<file path="config.mk">
export PLATFORM = sky130hd
export DESIGN_NAME = multi_mode_register
export DESIGN_NICKNAME = d
export VERILOG_FILES = /design/src/rtl/mmr_pkg.sv /design/src/rtl/mmr_op_priority.sv /design/src/rtl/multi_mode_register.sv
export SDC_FILE = /design/constraint.sdc
export NUM_CORES = 1
export LEC_CHECK = 0
export CORE_ASPECT_RATIO = 0.6
export CORE_MARGIN = 4
export CORE_UTILIZATION = 50
export DETAILED_ROUTE_END_ITERATION = 8
export PLACE_DENSITY = 0.79
export SYNTH_ARGS = -nofsm -noshare
export SYNTH_HDL_FRONTEND = slang
export SYNTH_HIERARCHICAL = 1
export SYNTH_SLANG_ARGS = --single-unit
</file>
<file path="constraint.sdc">
create_clock -name clk -period 2.6 [get_ports clk]
set_input_delay 0.26 -clock clk [delete_from_list [all_inputs] [get_ports clk]]
set_output_delay 0.26 -clock clk [all_outputs]
set_load 0.01 [all_outputs]
</file>
<file path="src/rtl/mmr_pkg.sv">
// Shared definitions for the multi-mode register: operation codes selected
// by the priority encoder and consumed by the next-value mux.
package mmr_pkg;

    typedef logic [2:0] op_t;

    localparam op_t OP_HOLD  = 3'd0;
    localparam op_t OP_CLEAR = 3'd1;
    localparam op_t OP_LOAD  = 3'd2;
    localparam op_t OP_INC   = 3'd3;
    localparam op_t OP_DEC   = 3'd4;
    localparam op_t OP_SHL   = 3'd5;
    localparam op_t OP_SHR   = 3'd6;

endpackage

</file>
<file path="src/rtl/mmr_op_priority.sv">
// Priority encoder turning the raw request lines into a single op code.
// Shared with the register-file control block, so it stays purely combinational.
module mmr_op_priority
    import mmr_pkg::*;
(
    input  logic clear,
    input  logic load,
    input  logic inc,
    input  logic dec,
    input  logic shl,
    input  logic shr,
    output op_t  op
);

    always_comb begin
        op = OP_HOLD;
        if (clear) begin
            op = OP_CLEAR;
        end else if (load) begin
            op = OP_LOAD;
        end else if (inc && dec) begin
            // Opposing arithmetic requests cancel out rather than picking one.
            op = OP_HOLD;
        end else if (inc) begin
            op = OP_INC;
        end else if (dec) begin
            op = OP_DEC;
        end else if (shl) begin
            op = OP_SHL;
        end else if (shr) begin
            op = OP_SHR;
        end
    end

endmodule

</file>
<file path="src/rtl/multi_mode_register.sv">
// General-purpose datapath register: clear/load, step inc/dec with wrap or
// saturate, logical shifts with serial in/out, status flags and a wrap pulse.
module multi_mode_register
    import mmr_pkg::*;
#(
    parameter int unsigned      WIDTH       = 8,
    parameter logic [WIDTH-1:0] RESET_VALUE = '0,
    parameter bit               SATURATE    = 1'b0
) (
    input  logic             clk,
    input  logic             async_reset,
    input  logic [WIDTH-1:0] data_in,
    input  logic [WIDTH-1:0] step,
    input  logic             clear,
    input  logic             load,
    input  logic             inc,
    input  logic             dec,
    input  logic             shl,
    input  logic             shr,
    input  logic             serial_in,
    output logic [WIDTH-1:0] data_out,
    output logic             zero,
    output logic             all_ones,
    output logic             wrap_pulse,
    output logic             serial_out
);

    localparam logic [WIDTH-1:0] ALL_ONES = '1;
    localparam logic [WIDTH-1:0] ALL_ZERO = '0;

    op_t              op;
    logic [WIDTH-1:0] data_q, data_d;
    logic             wrap_q, wrap_d;
    logic             serial_q, serial_d;
    logic [WIDTH:0]   sum;
    logic [WIDTH:0]   diff;
    logic             carry;
    logic             borrow;

    mmr_op_priority u_op_priority (
        .clear (clear),
        .load  (load),
        .inc   (inc),
        .dec   (dec),
        .shl   (shl),
        .shr   (shr),
        .op    (op)
    );

    // The extra top bit of each intermediate is the carry / borrow out.
    assign sum    = {1'b0, data_q} + {1'b0, step};
    assign diff   = {1'b0, data_q} - {1'b0, step};
    assign carry  = sum[WIDTH];
    assign borrow = diff[WIDTH];

    always_comb begin
        data_d   = data_q;
        wrap_d   = 1'b0;
        serial_d = serial_q;
        case (op)
            OP_CLEAR: begin
                data_d = ALL_ZERO;
            end
            OP_LOAD: begin
                data_d = data_in;
            end
            OP_INC: begin
                wrap_d = carry;
                if (carry && SATURATE) begin
                    data_d = ALL_ONES;
                end else begin
                    data_d = sum[WIDTH-1:0];
                end
            end
            OP_DEC: begin
                wrap_d = borrow;
                if (borrow && SATURATE) begin
                    data_d = ALL_ZERO;
                end else begin
                    data_d = diff[WIDTH-1:0];
                end
            end
            OP_SHL: begin
                data_d   = {data_q[WIDTH-2:0], serial_in};
                serial_d = data_q[WIDTH-1];
            end
            OP_SHR: begin
                data_d   = {serial_in, data_q[WIDTH-1:1]};
                serial_d = data_q[0];
            end
            default: begin
            end
        endcase
    end

    always_ff @(posedge clk or posedge async_reset) begin
        if (async_reset) begin
            data_q   <= RESET_VALUE;
            wrap_q   <= 1'b0;
            serial_q <= 1'b0;
        end else begin
            data_q   <= data_d;
            wrap_q   <= wrap_d;
            serial_q <= serial_d;
        end
    end

    // Flags decode the register directly, so they only change after clk edges.
    assign data_out   = data_q;
    assign zero       = (data_q == ALL_ZERO);
    assign all_ones   = (data_q == ALL_ONES);
    assign wrap_pulse = wrap_q;
    assign serial_out = serial_q;

endmodule

</file>
* Word-level counts from Yosys, hierarchy flattened *
Index checks and enable logic that the tools add are counted.

storage, ports and cells
  flip-flop bits (word level) = 10
  input port bits = 25
  output and inout port bits = 12

operators by class
  $add $sub $neg = 2
  equal/unequal tests = 7
  muxes and demuxes = 10
  reductions and logical operators = 4

operator list
  operator                                        number
  one-hot mux 8 bit (6 select lines)              1
  2-to-1 mux 3 bit                                7
  adder 8 x 8 -> 9 bit                            1
  == test 3 bit (second input constant)           3
  subtractor 8 x 8 -> 9 bit                       1
  == test 8 bit (second input constant)           1
  logical NOT 8 bit                               1
  == test 3 x 2 -> 1 bit (second input constant)  2
  nonzero test 6 bit                              1
  one-hot mux 1 bit (2 select lines)              2
  == test 3 x 1 -> 1 bit (second input constant)  1
  nonzero test 2 bit                              1
  logical AND 1 bit                               1

* Depth between registers and ports, before layout *
  depth after elaboration = 9
  gate-level depth with buffers = 9
  gate-level depth less buffers = 9

* Hierarchy *
The synthesis kept the hierarchy.

modules (own cells, without submodules)
  module               times used  cells each  area an instance (um^2)  seq. area each (um^2)
  multi_mode_register  1           168         1,390.1                  250.2
  mmr_op_priority      1           8           61.3                     0.0

* Least setup slack after synthesis *
OpenSTA, ideal clock, no wires.

  kind = register to register
  start = register data_q[0] (netlist: data_out[0])
  end = register data_q[6] (netlist: data_out[6])
  setup time = 0.118 ns
  data arrival time = 1.875 ns
  slack = 0.607 ns
  cell stages (with the launch flop) = 10
  period minus slack after synthesis = 1.993 ns
  path through = dfrtp_1 -> inv_1 -> ha_1 -> inv_1 -> fa_1 -> a21oi_1 -> o21ai_1 -> a21oi_1 -> o221ai_1 -> a21o_1

between the ends
  word-level cells in the longest chain between the ends = 2

RTL lines
  what                                                               RTL line                                              text
  from (decl)                                                        multi_mode_register.sv:32                             logic [WIDTH-1:0] data_q, data_d;
  from (signal assigned)                                             multi_mode_register.sv:102                            data_q <= data_d;
  subtractor 8 x 8 -> 9 bit or adder 8 x 8 -> 9 bit (tied branches)  multi_mode_register.sv:52, multi_mode_register.sv:51
  one-hot mux 8 bit (6 select lines) (*)                             multi_mode_register.sv:60                             case (op)

Every way passes the cells marked *; elsewhere a longest branch is shown, timed or not.
A chain may end at the register's enable or synchronous reset.

* Worst setup path in the final report *
  start = input load
  end = register wrap_q (netlist: wrap_pulse)

between the ends
  word-level cells in the longest chain between the ends = 4

RTL lines
  what                                                     RTL line                    text
  from (decl)                                              multi_mode_register.sv:15   input logic load,
  2-to-1 mux 3 bit (*)                                     mmr_op_priority.sv:19       end else if (load) begin
  2-to-1 mux 3 bit (*)                                     mmr_op_priority.sv:17       if (clear) begin
  named net op[2]                                          multi_mode_register.sv:31   op_t op;
  == test 3 bit or == test 3 x 2 -> 1 bit (tied branches)  multi_mode_register.sv:60
  one-hot mux 1 bit (2 select lines) (*)                   multi_mode_register.sv:60
  named net wrap_d                                         multi_mode_register.sv:33   logic wrap_q, wrap_d;
  to (signal assigned)                                     multi_mode_register.sv:103  wrap_q <= wrap_d;
  to (decl)                                                multi_mode_register.sv:33

Mark *: on every way through the listed nets, which the timed path passes. The rest lies on a longest branch.

==> results_dict.tcl <==
set metrics [dict create \
    worstHoldPathType "in -> async" \
    register_area_um2 250 \
    synthDistinctLibCells 47 \
    n_antenna_cell 0 \
    grt_usage_pct 25.8 \
    grtUsageMet3_pct 5.45 \
    worst_setup_path_end_kind "flip-flop" \
    ios 37 \
    power.switching_mw 0.676 \
    drive_gt1_share_pct 11.9 \
    core-area_um2 2630 \
    post_drt_wl_per_cell_um 19.2 \
    status "finished, final reports clean" \
    nets 264 \
    pwr-share-comb_pct 63.5 \
    dpl.hpwl_um 3690 \
    grt_pass1_wl_um 7840 \
    cts_hold_buf 0 \
    rsz0062_at_grt "no" \
    die-area_um2 3860 \
    worst_pin_slew_ns 0.585 \
    ys_top_cells_by_count "inv_1 (20), ha_1 (17), a21oi_1 (16), nor2_1 (16)" \
    clk_pin_slew_worst_paths_ns 0.06 \
    pwr-share-seq_pct 22.1 \
    synth_area_leaders "dfrtp_1 (17%), ha_1 (15%), a21oi_1 (5.5%)" \
    cp.arrival_ns 2.51 \
    grt_antenna_before_repair 0 \
    finalMaxSlewViolations 0 \
    drc 0 \
    viasPerCell 6.55 \
    finalHoldViolCount 0 \
    routabilityCongestion 0.974 \
    first_global_vias 1575 \
    cts_setup_buffers 0 \
    fin_setup_tns_ns 0 \
    slew_headroom_pct 60.5 \
    cts_tree "yes" \
    fill_cells 190 \
    portBuffers 36 \
    power.density_nw_per_um2 746 \
    syn_area_um2 1450 \
    r2r_start "data_out[0]$_DFFE_PP0P_" \
    wirelength_um 4820 \
    internal_power_mw 0.772 \
    required_ns 2.74 \
    rows 14 \
    fin_crit_sh_pct 91.4 \
    synthFlopType "dfrtp_1" \
    syn2layout_area_growth_pct 33.7 \
    cts_sinks 10 \
    setup_viol 0 \
    htreeDepth 1 \
    die_width_um 77.6 \
    synth-edff-count 0 \
    ys_async_sr_fraction_pct 100 \
    dr.pass1.iters 6 \
    yosysTopAreaCellShare_pct 17.2 \
    fin_skew_ns 0.00737 \
    maxCapViolCount 0 \
    power_mw 1.45 \
    drt-initial-drc-count 213 \
    ys_seq_elements 10 \
    cts-root-buf "clkbuf_8" \
    r2r_end "data_out[6]$_DFFE_PP0P_" \
    top_usage_layer "met2" \
    syn_avg_cell_area_um2 8.25 \
    netlist_instances 176 \
    p_clk_share_pct 14.4 \
    synthesis.nets 220 \
    p_sw_share_pct 46.7 \
    start_util_pct 55.2 \
    ys_seq_area_share_pct 17.2 \
    insertion_delay_ns 0.25 \
    crit_path_start_kind "primary input" \
    finalCriticalPeriod_ns 2.38 \
    vias 1643 \
    ctsResizeCount 0 \
    grt_util_met1_pct 34.5 \
    grt_use_met2_pct 41.3 \
    ant_nets 0 \
    ir_drop_mv 0.489 \
    grt_max_degree 15 \
    criticalPathCategory "in -> reg" \
    yosys.cell_count.top_type "inv_1" \
    synth.largest_area_cell "dfrtp_1" \
    fmax_ghz 0.421 \
    die_h_um 49.7 \
    path_max_fanout 14 \
    multiInputGateArea_um2 1090 \
    ys_warn_count 6 \
    p_leak_nw 0.847 \
    cts_buffer_depth 2 \
    r2r_slack_ns 0.39 \
    reg2reg_depth 9 \
    cts_buffers 3 \
    grt-ovfl-total 0 \
]
==> power groups by stage <==
stage               clock network [mW]  registers, mW  logic [mW]
finish                           0.208          0.320       0.920
global placement                     0          0.310       0.865
CTS                              0.215          0.314       0.902
detailed placement                   0          0.316       0.896
global route                     0.225          0.330        1.00
floorplan                            0          0.321       0.547
==> through the flow <==
step	worst slack [ns]	util (%)	instance area, µm²	instances	hold slack, ns
after CTS	0.313	73.9	1940	251	0.334
after detailed placement	0.0823	71.8	1890	247	0.605
after floorplan	0.607	-	1450	176	0.100
final	0.224	73.9	1940	251	0.331
after global placement	0.167	71.8	1890	247	0.593
after global routing	0.157	73.9	1940	251	0.368
==> layer usage <==
metal | vias up | routed length, µm
li1 | 754 | -
met1 | 759 | 2020
met2 | 113 | 2210
met3 | 17 | 461
met4 | 0 | 124
met5 | - | 0
==> state kept, by name, indices dropped and copies added (netlist names) <==
signal and cells:
data_out 8, serial_out 1, wrap_pulse 1
==> worst max path at each step <==
| stage | from | endpoint | slack, ns |
|---|---|---|---|
| after floorplan | data_out[0]$_DFFE_PP0P_ | data_out[6]$_DFFE_PP0P_ | 0.61 |
| after global placement | dec | data_out[5]$_DFFE_PP0P_ | 0.17 |
| after CTS | load | wrap_pulse$_DFF_PP0_ | 0.31 |
| final | load | wrap_pulse$_DFF_PP0_ | 0.22 |
| after detailed placement | step[0] | data_out[6]$_DFFE_PP0P_ | 0.08 |
| after global routing | load | wrap_pulse$_DFF_PP0_ | 0.16 |
==> cell type report <==
type                            instances  area share (%)
Multi-Input combinational cell        139            56.1
Sequential cell                        10            12.9
Clock buffer                            4            2.84
Tap cell                               32            2.06
Inverter                               21            4.06
Timing Repair Buffer                   45            22.1
==> layout by cell type (no fill, tap or decap), types with 2 or more instances in the layout <==
master and instances:
a221o_1 3, o221ai_1 3, ha_1 17, a21oi_1 16, nand4_1 2, o31ai_1 2
mux2i_1 4, o22ai_1 3, nor2_1 16, o21ai_1 5, a221oi_1 6, a211oi_1 2
fa_1 2, o21ai_0 4, clkdlybuf4s50_1 36, a21o_1 3, nor2b_1 6, o221a_1 2
buf_4 9, a222oi_1 3, mux2_2 3, dfrtp_1 10, clkbuf_8 4, nand2_1 10
inv_1 20, a211oi_2 2, a221oi_2 2, nand2b_1 2, a31oi_1 2, or4_1 3
==> cell families after synthesis <==
family          Yosys count  synth area share, %
compound gates           66                 34.5
simple gates             45                 16.2
buf+inv                  27                 7.76
fa+ha+maj                19                 17.4
flops                    10                 17.2
mux                       9                 6.90
==> worst max-delay path, cell delays in order <==
cell,delay (ns)
clkdlybuf4s50_1,0.44
nor2_1,0.24
o311a_1,0.30
buf_4,0.25
nor2b_1,0.24
nand2_1,0.26
a211oi_1,0.28
o31ai_1,0.14
o311ai_1,0.09
(Power assumes the default switching activity.)
